--- config.mk ---
export PLATFORM = sky130hd
export DESIGN_NAME = seq_detector_param
export DESIGN_NICKNAME = d
export VERILOG_FILES = /design/src/rtl/seq_detector_param.sv
export SDC_FILE = /design/constraint.sdc
export NUM_CORES = 1
export LEC_CHECK = 0
export ABC_AREA = 1
export CORE_UTILIZATION = 30
export CTS_BUF_LIST = sky130_fd_sc_hd__clkbuf_4
export DETAILED_ROUTE_END_ITERATION = 8
export PLACE_DENSITY = 0.55
export SLEW_MARGIN = 20
export SYNTH_ARGS = -nofsm -noshare
export SYNTH_HDL_FRONTEND = slang
export SYNTH_SLANG_ARGS = --single-unit
--- constraint.sdc ---
create_clock -name clk_i -period 1.45 [get_ports clk_i]
set_input_delay 0.145 -clock clk_i [delete_from_list [all_inputs] [get_ports clk_i]]
set_output_delay 0.145 -clock clk_i [all_outputs]
set_load 0.01 [all_outputs]
--- src/rtl/seq_detector_param.sv ---
// Serial pattern detector with a runtime-loadable pattern register.
// Bits are accepted only when valid_in is high. The newest bit enters at
// hist[0], so PATTERN[PAT_W-1] is matched against the oldest bit in the window.
// The detect pulse and the saturating match counter are both registered.
module seq_detector_param #(
  parameter int               PAT_W   = 4,
  parameter logic [PAT_W-1:0] PATTERN = 4'b1101,
  parameter int               OVERLAP = 1,
  parameter int               CNT_W   = 8
) (
  input  logic             clk_i,
  input  logic             reset_i,
  input  logic             seq_in,
  input  logic             valid_in,
  input  logic             cfg_we,
  input  logic [PAT_W-1:0] pattern_i,
  input  logic             count_clr,
  output logic             detect,
  output logic [CNT_W-1:0] match_count,
  output logic [PAT_W-1:0] active_pattern
);

  localparam int            FW   = $clog2(PAT_W + 1);
  localparam logic [FW-1:0] FULL = FW'(PAT_W);

  logic [PAT_W-1:0] hist;
  logic [FW-1:0]    fill;
  logic [PAT_W-1:0] nxt_hist;
  logic [FW-1:0]    nxt_fill;
  logic             accept;
  logic             match;

  // Compute the post-shift window and post-increment fill for this edge.
  // A pattern load discards the coincident bit, so that edge never matches.
  always_comb begin
    accept   = valid_in && !cfg_we;
    nxt_hist = {hist[PAT_W-2:0], seq_in};
    nxt_fill = (fill == FULL) ? fill : fill + 1'b1;
    match    = accept && (nxt_hist == active_pattern) && (nxt_fill == FULL);
  end

  // State update. Reset has the highest priority, then a pattern load, then
  // an accepted bit. The counter clear overrides a coincident increment.
  always_ff @(posedge clk_i) begin
    if (reset_i) begin
      hist           <= '0;
      fill           <= '0;
      detect         <= 1'b0;
      match_count    <= '0;
      active_pattern <= PATTERN;
    end else begin
      detect <= match;
      if (cfg_we) begin
        active_pattern <= pattern_i;
        hist           <= '0;
        fill           <= '0;
      end else if (valid_in) begin
        hist <= nxt_hist;
        if (match && (OVERLAP == 0))
          fill <= '0;
        else
          fill <= nxt_fill;
      end
      if (count_clr)
        match_count <= '0;
      else if (match && (match_count != {CNT_W{1'b1}}))
        match_count <= match_count + 1'b1;
    end
  end

endmodule

==> results of run 1 <==
==> sequential cells by signal, summed over array words and instances (netlist names) <==
| signal | flops |
|---|---|
| detect | 1 |
| hist | 3 |
| fill | 3 |
| active_pattern | 4 |
| match_count | 8 |
==> worst min path at each step <==
| stage | start | endpoint | slack (ns) | cells after the start |
|---|---|---|---|---|
| floorplan | reset_i | detect | 0.22 | 1 |
| global placement | hist[0] | hist[1] | 0.48 | 2 |
| detailed placement | hist[0] | hist[1] | 0.48 | 2 |
| CTS | pattern_i[3] | active_pattern[3] | 0.42 | 3 |
| global route | pattern_i[0] | active_pattern[0] | 0.45 | 3 |
| finish | pattern_i[3] | active_pattern[3] | 0.43 | 3 |
==> stage by stage <==
stage                     hold WS, ns  utilization (%)  setup TNS (ns)
after floorplan                0.2166                -               0
after global placement         0.4778            42.91         -0.6976
after detailed placement       0.4813            42.91         -0.8666
after CTS                      0.4214            45.05               0
after global routing           0.4459            47.08         -0.7065
final                          0.4311            47.08               0
==> cell usage in the layout (no fill, tap or decap), types with 6 or more instances in the layout <==
master	Yosys	routed
nand3_2	4	8
clkdlybuf4s50_1	0	17
inv_2	3	7
o21ai_0	7	7
buf_4	0	21
inv_1	32	28
nand2_1	41	36
nor2_1	18	15
nor2_2	5	8
a21oi_1	8	8
dfxtp_1	19	15
nand2_2	6	6
==> cells by family (layout without fill, tap and decap cells) <==
family / Yosys count / after routing / share of synthesized area (%)
fa+ha+maj: 3 / 3 / 3.219
xor+xnor: 1 / 1 / 0.7512
simple gates: 94 / 95 / 40.67
compound gates: 19 / 19 / 9.120
buf+inv: 38 / 85 / 13.63
flops: 19 / 19 / 32.62
==> layout make-up <==
type | count | area (sq um) | area share [%]
clock buffers | 3 | 22.52 | 1.297
flip-flops and latches | 19 | 385.4 | 22.19
inverters | 36 | 136.4 | 7.853
multi-input cells | 118 | 724.4 | 41.71
clock inverters | 1 | 5.005 | 0.2882
well taps | 48 | 60.06 | 3.458
repair buffers | 45 | 402.9 | 23.20
==> worst register-to-register path: cells and delay by family (launching register included) <==
| kind | cells | cell delay, ns |
|---|---|---|
| buf+inv | 4 | 0.36 |
| simple gates | 7 | 0.63 |
| flops | 1 | 0.37 |
==> layer usage <==
| layer | share of wire [%] | up-vias | track usage, % |
|---|---|---|---|
| met4 | 0.72 | 0 | 5.000 |
| met2 | 45 | 17 | 21.05 |
| li1 | - | 639 | - |
| met1 | 52 | 499 | 19.55 |
| met3 | 2.7 | 2 | 1.786 |
| met5 | 0 | - | 0 |
==> power groups by stage <==
stage / Sequential (mW) / Combinational [mW] / Clock (mW)
global placement: 0.561 / 0.196 / 0
global route: 0.552 / 0.259 / 0.312
detailed placement: 0.561 / 0.196 / 0
finish: 0.550 / 0.235 / 0.278
floorplan: 0.562 / 0.0951 / 0
CTS: 0.550 / 0.221 / 0.295
==> what timing repair did <==
item | in CTS | in global routing
endpoints found under the setup margin | 15 | 10
gates resized for setup | 19 | 13
buffers inserted | 1 | 3
cloned | 1 | 0
pin swaps | 10 | 12
==> reports/qor.yml, run 1 <==
clock_tree:
  clock-sinks: 19
  htree_levels: 1
  numCtsBuffers: 3
  cts_max_path_buffers: 2
  cts-root-buf: "clkbuf_4"
  clock_latency_ns: 0.30
  clk_pin_slew_worst_paths_ns: 0.12
  cts_tree: "built"
  holdBufCountCts: 0
grt:
  grt-ovfl-total: 0
  grt_pass1_wl_um: 4581
  antenna_found_initial: 0
  grt_max_degree: 13
  grt_pass1_vias: 1062
  gr-usage-all-layers_pct: 13.79
sta:
  period_needed_ns: 1.445
  fin_worst_skew_ns: 0.01034
  tightest_slew_ns: 0.5534
  fin_ws_ns: 0.005409
  maxSlewViolCount: 0
  setup_viol: 0
  relSlewSlack_pct: 62.97
  rsz0062_at_grt: "true"
  fin_crit_sh_pct: 99.63
  max_freq_mhz: 692.2
  hold_viol_final: 0
logic_synthesis:
  synthCells: 174
  synth.distinct_cells: 24
  synth.most_common_cell: "nand2_1"
  yosysWarnings: 0
  yosysTopAreaCell: "dfxtp_1"
  yosys-top-cells-area: "dfxtp_1 (33%), nand2_1 (13%), inv_1 (10%)"
  synth_nets: 187
  syn_area_per_cell_sq_um: 6.702
  synth.top_cells.by_count: "nand2_1 (41), inv_1 (32), dfxtp_1 (19), nor2_1 (18), nand3_1 (9)"
  yosys_register_bits: 19
  synthFlopType: "dfxtp_1"
  yosysTopAreaCellShare_pct: 32.62
  async_flop_share_pct: 0
  synth_edf_count: 0
  seq_area_frac_synth_pct: 32.62
  syn_area_sq_mm: 0.001166
critical_path:
  path_class: "reg -> reg"
  rr_startpoint: "fill[0]"
  max_stage_delay_ns: 0.37
  cp_cell_sequence: "inv_2, buf_4, buf_4, nand2_2, nand2_4, clkinv_2, nand2_4, nor2_4, nand3_1, nor2_1, nor2_1"
  startpoint: "fill[0]"
  crit_required_ns: 1.66
  critPathCaptureType: "flip-flop"
  path_depth: 11
  regToRegSetupSlack_ns: 0.005
  rr_endpoint: "match_count[1]"
  endpoint: "match_count[1]"
  worstPathMaxFanout: 6
  start_kind: "flip-flop"
  rr_worst_depth: 11
  critPathSlowestCell: "dfxtp_2"
  crit_buf_inv: 4
  cp_top_family: "simple AND/OR/NAND/NOR gates"
  arrival_ns: 1.66
cells_and_area:
  antennaDiodeCount: 0
  stdcell_area_sq_mm: 0.001737
  area_growth_pct: 48.93
  drive_above_1_share_pct: 32.88
  fin_cells: 270
  nets: 236
  n_fill_cell: 408
pwr:
  p_clk_share_pct: 26.2
  pwr-share-comb_pct: 22.1
  p_leak_nw: 0.8181
  power.internal_mw: 0.7574
  ir_worst_vdd_v: 0.0002852
  switching_share_pct: 28.74
  power_density_mw_per_mm2: 612.0
  p_seq_share_pct: 51.7
  power_mw: 1.063
  power.switching_mw: 0.3055
placed_design:
  placed_area_sq_mm: 0.001583
  dp_hpwl_um: 1945
  io_buffers: 22
  gp_congestion: 0.7652
  place_inst: 261
  dp_slack_ns: -0.1261
floorplanning:
  coreArea_sq_mm: 0.003689
  io_pins: 23
  dieArea_sq_mm: 0.004140
  num_rows: 22
  die_x_um: 64.35
  start_util_pct: 31.61
  dieHeight_um: 64.35
drt:
  routed-via-count: 1157
  drt_iter0_drc: 21
  routed_wl_um: 2626
  drcViolationCount: 0
  wl_per_cell_um: 9.726
  first_pass_iters: 4
  drtAntennaViolNets: 0
  vias_per_cell: 4.285
flow_run:
  max_cap_viol_count: 0
min_path:
  hold_class: "in -> reg"
status:
  outcome: "finished clean"
No activity file was read; power rests on OpenSTA's default activity.
==> run 2, diff against run 1 <==
- CORE_MARGIN: unset -> 2
- CTS_CLUSTER_SIZE: unset -> 10
==> reports/qor.yml, run 2 (same netlist as run 1, synthesis figures left out) <==
placed_design:
  gp_congestion: 0.7290
  placed_area_sq_mm: 0.001553
  dp_slack_ns: -0.1251
  dp_hpwl_um: 1914
  io_buffers: 22
grt:
  grt_max_degree: 13
  grt_pass1_vias: 1183
  gr-usage-all-layers_pct: 14.38
  grt-ovfl-total: 0
  grt_pass1_wl_um: 4981
  antenna_found_initial: 0
drt:
  routed_wl_um: 2719
  top_layer_used: "met4"
  routed-wl-met2_um: 1262
  wl_per_cell_um: 10.22
  drtAntennaViolNets: 0
  vias_per_cell: 4.353
  drt_iter0_drc: 36
  drt-met1-wl_um: 1326
  routed-via-count: 1158
  wl_met3_um: 68
  first_pass_iters: 4
  drcViolationCount: 0
clock_tree:
  numCtsBuffers: 3
  cts_tree: "built"
  clock_latency_ns: 0.31
  clk_pin_slew_worst_paths_ns: 0.11
  clock-sinks: 19
  cts_max_path_buffers: 2
  htree_levels: 1
  holdBufCountCts: 0
  cts-root-buf: "clkbuf_4"
critical_path:
  crit_buf_inv: 4
  critPathCaptureType: "flip-flop"
  start_kind: "flip-flop"
  worstPathMaxFanout: 6
  critPathSlowestCell: "dfxtp_2"
  max_stage_delay_ns: 0.36
  cp_top_family: "simple AND/OR/NAND/NOR gates"
  crit_required_ns: 1.70
  path_class: "reg -> reg"
  cp_cell_sequence: "inv_2, ha_4, nand2_4, nand2_4, nand2_4, clkinv_2, nand2_4, nor2_4, buf_6, nand3_2, nand2_2, inv_1, nor2_2"
  crit_path_frequent_cell: "nand2_4"
  arrival_ns: 1.74
cells_and_area:
  top_regs: "match_count x8, active_pattern x4"
  nets: 232
  regMostFlops: "match_count"
  n_fill_cell: 410
  largest_reg_flops: 8
  multi_input_area_sq_um: 730.7
  area_growth_pct: 48.61
  antennaDiodeCount: 0
  seq_area_sq_um: 387.9
  stdcell_area_sq_mm: 0.001733
  layout_commonest_cell: "nand2_1"
  layout_common_cells: "nand2_1 (35), inv_1 (28), clkdlybuf4s50_1 (17)"
  drive_above_1_share_pct: 33.94
sta:
  tightest_slew_ns: 0.5873
  setup_viol: 6
  rsz0062_at_grt: "true"
  fin_ws_ns: -0.03200
  maxSlewViolCount: 0
  fin_worst_skew_ns: 0.003321
  period_needed_ns: 1.482
  max_freq_mhz: 674.8
  whs_ns: 0.4186
  hold_viol_final: 0
  fin_crit_sh_pct: 102.2
  relSlewSlack_pct: 60.70
floorplanning:
  coreArea_sq_mm: 0.003689
  dieHeight_um: 66.35
  num_rows: 22
  io_pins: 23
  die_x_um: 66.35
  start_util_pct: 31.61
  dieArea_sq_mm: 0.004402
flow_run:
  max_cap_viol_count: 0
status:
  violations: "negative setup slack"
  outcome: "complete, but fails checks"
min_path:
  hold_class: "in -> reg"
pwr:
  ir_worst_vdd_v: 0.0003793
  p_leak_nw: 0.8014
  power_density_mw_per_mm2: 620.5
run 2: cell types whose count changed in the layout (fill, tap and decap cells not counted), sizes merged:
cell / delta
buf: -3
clkbuf: +1
clkinv: -1
nor2: -1
run 2: power by group:
| part | internal (mW) | switching, mW | leakage [nW] | total (mW) |
|---|---|---|---|---|
| Clock | 0.126 | 0.178 | 0.0184 | 0.305 |
| Sequential | 0.537 | 0.0133 | 0.158 | 0.550 |
| Combinational | 0.108 | 0.113 | 0.625 | 0.221 |
run 2: stage by stage:
step / TNS (ns) / instances / utilization [%] / total power [mW]
4_1_cts: 0 / 265 / 45.01 / 1.070
6_report: -0.09808 / 266 / 46.98 / 1.075
3_5_place_dp: -0.8594 / 257 / 42.10 / 0.7467
5_1_grt: -0.9994 / 266 / 46.98 / 1.133
3_3_place_gp: -0.6932 / 257 / 42.10 / 0.7471
2_1_floorplan: 0 / 174 / - / 0.6575
run 2: area by class of cell:
type / instances / area share (%)
Clock buffer: 4 / 1.733
Inverter: 36 / 7.870
Timing Repair Buffer: 42 / 22.38
Tap cell: 48 / 3.466
Multi-Input combinational cell: 117 / 42.17
Sequential cell: 19 / 22.38
run 2: path summary, 6_finish.rpt:
path | start | endpoint | slack (ns) | depth (start not counted)
max | fill[0] | match_count[6] | -0.03 | 13
max reg2reg | fill[0] | match_count[6] | -0.03 | 13
min reg2reg | hist[0] | hist[1] | 0.50 | 2
min | pattern_i[3] | active_pattern[3] | 0.42 | 3
run 2: what timing repair did:
| item | in CTS | in global routing |
|---|---|---|
| resized for setup | 23 | 17 |
| pin swaps | 8 | 9 |
| setup endpoints to repair | 15 | 11 |
| setup buffers | 4 | 1 |
run 2: worst reg2reg max path: stages (launching register included):
cell and delay [ns]:
dfxtp_2 0.36, inv_2 0.08, ha_4 0.17, nand2_4 0.08, nand2_4 0.08, nand2_4 0.06, clkinv_2 0.06, nand2_4 0.04
nor2_4 0.12, buf_6 0.13, nand3_2 0.07, nand2_2 0.07, inv_1 0.04, nor2_2 0.08
run 2: per-layer routing:
metal | up-vias | GRT usage [%]
li1 | 626 | -
met1 | 507 | 19.32
met2 | 20 | 22.75
met3 | 5 | 2.044
met4 | 0 | 6.122
met5 | - | 0
